--- config.mk ---
export PLATFORM = sky130hd
export DESIGN_NAME = write_back_stage
export DESIGN_NICKNAME = d
export VERILOG_FILES = /design/src/rtl/write_back_stage.sv
export SDC_FILE = /design/constraint.sdc
export NUM_CORES = 1
export LEC_CHECK = 0
export ABC_AREA = 1
export BUFFER_PORTS_ARGS = -buffer_cell sky130_fd_sc_hd__buf_2
export CAP_MARGIN = 5
export CORE_UTILIZATION = 30
export CTS_CLUSTER_DIAMETER = 200
export DETAILED_ROUTE_END_ITERATION = 10
export GPL_TIMING_DRIVEN = 0
export SETUP_SLACK_MARGIN = 0.02
export SYNTH_ARGS = -nofsm -noshare
export SYNTH_HDL_FRONTEND = slang
export SYNTH_SLANG_ARGS = --single-unit
--- constraint.sdc ---
create_clock -name clk -period 4 [get_ports clk]
set_input_delay 1.2 -clock clk [delete_from_list [all_inputs] [get_ports clk]]
set_output_delay 1.2 -clock clk [all_outputs]
set_load 0.01 [all_outputs]
--- src/rtl/write_back_stage.sv ---
// -----------------------------------------------------------------------------
// write_back_stage
//
// Registered write-back stage. It captures one MEM/WB transaction per cycle,
// selects the result from NSRC packed sources or from an IO read port, and
// issues a single-cycle commit to the register file.
//
// Handshake: an upstream transfer happens on a rising edge where
// InValid && InReady. InReady is high only in IDLE and only after the first
// clock following reset release. An IO read holds IOReq high until IOAck is
// sampled high, the timeout expires, or Flush aborts it. No other transfer is
// accepted while IOReq is high.
//
// Ports:
//   clk, reset_n                  clock (rising edge), async active-low reset
//   InValid / InReady             upstream handshake
//   Flush                         kill the incoming or outstanding transaction
//   PCSrc, RegWrite, Rd           control fields carried to the commit
//   IOFlag                        result comes from the IO port
//   MemToReg, SrcData             source select and packed source data
//   IOReq / IOAck, IOIn           IO read request, acknowledge and data
//   OutValid, OutData, RdOut      commit strobe, data and register index
//   RegWriteOut, PCSrcOut         commit-qualified control
//   IOErr                         IO timeout marker, pulses with OutValid
//   dbg_state                     1 while an IO read is outstanding
// -----------------------------------------------------------------------------
module write_back_stage #(
  parameter int DATA_W     = 32,
  parameter int REG_ADDR_W = 5,
  parameter int NSRC       = 4,
  parameter int SEL_W      = (NSRC > 1) ? $clog2(NSRC) : 1,
  parameter int IO_TIMEOUT = 16
) (
  input  logic                   clk,
  input  logic                   reset_n,
  input  logic                   InValid,
  output logic                   InReady,
  input  logic                   Flush,
  input  logic                   PCSrc,
  input  logic                   RegWrite,
  input  logic                   IOFlag,
  input  logic [SEL_W-1:0]       MemToReg,
  input  logic [NSRC*DATA_W-1:0] SrcData,
  input  logic [REG_ADDR_W-1:0]  Rd,
  output logic                   IOReq,
  input  logic                   IOAck,
  input  logic [DATA_W-1:0]      IOIn,
  output logic                   OutValid,
  output logic [DATA_W-1:0]      OutData,
  output logic [REG_ADDR_W-1:0]  RdOut,
  output logic                   RegWriteOut,
  output logic                   PCSrcOut,
  output logic                   IOErr,
  output logic                   dbg_state
);

  // The counter only has to reach IO_TIMEOUT-1: the cycle that would make it
  // IO_TIMEOUT is the one that triggers the abort.
  localparam int CNT_W = (IO_TIMEOUT > 1) ? $clog2(IO_TIMEOUT) : 1;
  localparam int LAST  = (IO_TIMEOUT > 0) ? IO_TIMEOUT - 1 : 0;
  localparam logic [CNT_W-1:0] CNT_LAST = CNT_W'(LAST);

  typedef enum logic {
    IDLE    = 1'b0,
    IO_WAIT = 1'b1
  } state_t;

  state_t                state_q, state_d;
  logic [CNT_W-1:0]      cnt_q, cnt_d;
  logic                  ready_en_q;

  // Control fields held across an IO read.
  logic [REG_ADDR_W-1:0] rd_q, rd_d;
  logic                  rw_q, rw_d;
  logic                  pc_q, pc_d;

  // Registered commit outputs.
  logic                  out_valid_q, out_valid_d;
  logic [DATA_W-1:0]     out_data_q, out_data_d;
  logic [REG_ADDR_W-1:0] rd_out_q, rd_out_d;
  logic                  rw_out_q, rw_out_d;
  logic                  pc_out_q, pc_out_d;
  logic                  io_err_q, io_err_d;

  logic                  accept;
  logic                  sel_ok;
  logic                  timeout_hit;
  logic [DATA_W-1:0]     sel_data;

  assign InReady     = ready_en_q && (state_q == IDLE);
  assign IOReq       = (state_q == IO_WAIT);
  assign dbg_state   = (state_q == IO_WAIT);
  assign accept      = InValid && InReady;
  assign timeout_hit = (IO_TIMEOUT != 0) && (cnt_q == CNT_LAST);

  // An out-of-range select still commits, but as a harmless zero that does
  // not write the register file.
  assign sel_ok = (32'(MemToReg) < 32'(NSRC));

  always_comb begin
    sel_data = '0;
    for (int i = 0; i < NSRC; i++) begin
      if (32'(MemToReg) == 32'(i)) sel_data = SrcData[i*DATA_W +: DATA_W];
    end
  end

  always_comb begin
    state_d     = state_q;
    cnt_d       = cnt_q;
    rd_d        = rd_q;
    rw_d        = rw_q;
    pc_d        = pc_q;
    out_valid_d = 1'b0;
    out_data_d  = out_data_q;
    rd_out_d    = rd_out_q;
    rw_out_d    = 1'b0;
    pc_out_d    = 1'b0;
    io_err_d    = 1'b0;

    case (state_q)
      IDLE: begin
        if (accept && !Flush) begin
          if (IOFlag) begin
            state_d = IO_WAIT;
            cnt_d   = '0;
            rd_d    = Rd;
            rw_d    = RegWrite;
            pc_d    = PCSrc;
          end else begin
            out_valid_d = 1'b1;
            out_data_d  = sel_ok ? sel_data : '0;
            rd_out_d    = Rd;
            rw_out_d    = RegWrite && sel_ok;
            pc_out_d    = PCSrc;
          end
        end
      end

      IO_WAIT: begin
        // Priority: flush, then acknowledge, then timeout. An acknowledge on
        // the last counted cycle therefore still delivers data.
        if (Flush) begin
          state_d = IDLE;
        end else if (IOAck) begin
          state_d     = IDLE;
          out_valid_d = 1'b1;
          out_data_d  = IOIn;
          rd_out_d    = rd_q;
          rw_out_d    = rw_q;
          pc_out_d    = pc_q;
        end else if (timeout_hit) begin
          state_d     = IDLE;
          out_valid_d = 1'b1;
          out_data_d  = '0;
          rd_out_d    = rd_q;
          rw_out_d    = 1'b0;
          pc_out_d    = pc_q;
          io_err_d    = 1'b1;
        end else begin
          cnt_d = cnt_q + CNT_W'(1);
        end
      end

      default: state_d = IDLE;
    endcase
  end

  always_ff @(posedge clk or negedge reset_n) begin
    if (!reset_n) begin
      state_q     <= IDLE;
      cnt_q       <= '0;
      ready_en_q  <= 1'b0;
      rd_q        <= '0;
      rw_q        <= 1'b0;
      pc_q        <= 1'b0;
      out_valid_q <= 1'b0;
      out_data_q  <= '0;
      rd_out_q    <= '0;
      rw_out_q    <= 1'b0;
      pc_out_q    <= 1'b0;
      io_err_q    <= 1'b0;
    end else begin
      state_q     <= state_d;
      cnt_q       <= cnt_d;
      ready_en_q  <= 1'b1;
      rd_q        <= rd_d;
      rw_q        <= rw_d;
      pc_q        <= pc_d;
      out_valid_q <= out_valid_d;
      out_data_q  <= out_data_d;
      rd_out_q    <= rd_out_d;
      rw_out_q    <= rw_out_d;
      pc_out_q    <= pc_out_d;
      io_err_q    <= io_err_d;
    end
  end

  assign OutValid    = out_valid_q;
  assign OutData     = out_data_q;
  assign RdOut       = rd_out_q;
  assign RegWriteOut = rw_out_q;
  assign PCSrcOut    = pc_out_q;
  assign IOErr       = io_err_q;

endmodule

==> flow_summary.toml <==
[drt]
via_per_inst = 4.86
first_pass_iters = 8
final_antenna_net_count = 0
routed_wl_mm = 14.7
vias = 4603
routedWlPerCell_um = 15.5
drtIter0Drc = 351
drc = 7

[sta]
rsz0062_at_grt = "no"
finalMaxSlewViolations = 0
setup_viol = 0
clock_skew_ps = 7.56
slew_headroom_pct = 65.8
finalHoldViolCount = 0
tns_ps = 0
fmax_mhz = 431
worst_pin_slew_ps = 512
setup_slack_ps = 1680
fin_crit_ps = 2320
fin_crit_sh_pct = 58.0

[run_status]
violations = "design-rule violations"
status = "complete, but fails checks"

[global_routing]
grt_pass1_wl_mm = 23.3
grt_max_degree = 55
grt-ovfl-total = 0
track_usage_pct = 23.6
grt_pass1_vias = 4580
antenna_found_initial = 2

[cells_and_area]
drive_gt1_share_pct = 32.4
nets = 977
fill_cells = 1252
final_common_cell = "buf_2"
area_growth_pct = 39.8
layout_common_cells = "234 x buf_2, 231 x nand2_1, 105 x nand3_1, 69 x nor2_1, 54 x dfrtp_1"

[logic_synthesis]
synth_area_per_cell_sq_um = 6.28
synth_area_sq_um = 3620
ys_seq_area_share_pct = 37.4
ys_ff_latch = 54
synth_warnings = 0
synth_cells = 576
synth_nets = 752
synthDistinctLibCells = 21

[power_and_ir_drop]
p_int_mw = 1.13
power.leakage_nw = 2.90
ir_worst_vdd_v = 0.000216
finalPower_mw = 1.68
p_switching_mw = 0.548
clockPowerShare_pct = 26.1
pwr-share-comb_pct = 31.4
power_density_nw_per_um2 = 332
power_frac_seq_pct = 42.5
switching_share_pct = 32.7

[place]
detailed_place_hpwl_mm = 11.9
io_buffers = 217
gp_congestion = 0.870
place_ws_ps = 1530

[min_path]
hp-class = "reg -> reg"
hold_path.startpoint = "rd_q[4]$_DFFE_PN0P_"

[floorplanning]
fp-row-count = 39
start_util_pct = 31.3
dieArea_sq_um = 12500
die_w_um = 112
pin_count = 219
fp.coreArea_sq_um = 11600
die_h_um = 112

[worst_setup_path]
slowest_delay_ps = 410
cp.required_ps = 2800
worstPathMaxFanout = 9
startpoint = "IOReq$_DFF_PN0_"
worstSetupStartpointType = "flop"
crit_type = "reg -> out"
worstPathArrival_ps = 1120
worst_setup_path_end_kind = "output port"
rr_startpoint = "cnt_q[0]$_DFFE_PN0P_"
crit_chain = "buf_6, nor2_4, buf_2"
r2r_setup_slack_ps = 2300
cp_slowest_cell = "dfrtp_1"

[clock_network]
cts.repair.resized = 0
clock_latency_ps = 290
cts_tree = "done"
root_buffer = "clkbuf_16"
cts_buffers = 5
clkSlewWorstSetupHoldPaths_ps = 70
post_cts_buffers = 0
cts_sinks = 54
hold_buffers = 0
htreeDepth = 2
cts_buffer_depth = 2

[run]
cap_violations = 0
[power groups by stage]
stage	registers, mW	clock network [mW]	logic, mW
after global placement	0.718	0	0.520
after detailed placement	0.720	0	0.526
after CTS	0.712	0.449	0.528
after global routing	0.725	0.472	0.590
after floorplan	0.757	0	0.217
final	0.713	0.438	0.526
[final cells by class]
| type | instances | area (sq um) | share of cell area [%] |
|---|---|---|---|
| buffer | 41 | 224 | 4.43 |
| tap | 143 | 179 | 3.54 |
| multi-input combinational | 463 | 1970 | 39.0 |
| timing repair buffer | 218 | 1110 | 21.9 |
| inverter | 18 | 67.6 | 1.34 |
| clock inverter | 1 | 5.00 | 0.0990 |
| sequential | 54 | 1350 | 26.7 |
| clock buffer | 7 | 143 | 2.82 |
| antenna | 2 | 5.00 | 0.0990 |
[state kept, by name (all words and copies together), names as in the netlist]
name and count:
rw_q 1, rd_q 5, RdOut 5, PCSrcOut 1, ready_en_q 1, IOReq 1, pc_q 1, IOErr 1
OutValid 1, OutData 32, cnt_q 4, RegWriteOut 1
[through the flow]
step	area, sq um	instances	hold WS, ps	utilization [%]
after floorplan	3620	576	453	-
after global placement	4880	936	468	42.2
after detailed placement	4880	936	474	42.2
after CTS	5030	944	491	43.5
after global routing	5050	947	524	43.7
final	5050	947	492	43.7
[logic make-up after synthesis]
| family | after synthesis | share of synthesized area, % |
|---|---|---|
| other | 1 | 0.104 |
| DFF | 54 | 37.4 |
| buffers and inverters | 59 | 8.06 |
| AOI/OAI and AO/OA | 46 | 6.37 |
| and+or+nand+nor | 413 | 47.3 |
| xor gates and xnor gates | 2 | 0.485 |
| adders and majority gates | 1 | 0.346 |
[path summary, 6_finish.rpt]
check,cells past startpoint,to
setup / recovery,3,InReady
hold / removal,2,rd_q[4]$_DFFE_PN0P_
setup reg to reg,8,RdOut[4]$_DFFE_PN0P_
hold reg to reg,2,rd_q[4]$_DFFE_PN0P_
max in group asynchronous,2,RdOut[1]$_DFFE_PN0P_
min in group asynchronous,1,OutData[13]$_DFFE_PN0P_
[cell usage after synthesis (all sizes together)]
cell type | count | area, sq um
o21ai | 46 | 230
buf | 28 | 175
xnor2 | 2 | 17.5
nand3 | 106 | 536
clkbuf | 13 | 48.8
inv | 18 | 67.6
dfrtp | 54 | 1350
nand2 | 234 | 886
nor2 | 72 | 283
nor3 | 1 | 5.00
ha | 1 | 12.5
conb | 1 | 3.75
[metal layers]
| metal | global-route usage [%] | vias to the layer above | share of wire [%] |
|---|---|---|---|
| met5 | 0 | - | 0 |
| met4 | 6.31 | 0 | 2.2 |
| met3 | 4.57 | 22 | 6.1 |
| met2 | 41.4 | 160 | 50 |
| met1 | 29.5 | 2139 | 42 |
| li1 | - | 2282 | - |
[critical path, delay by kind of cell (launching register included)]
kind,cells,cell delay [ps]
buf+inv,2,300
flops,1,410
simple gates,1,110
Note: power is estimated with default switching activity, not from simulation.
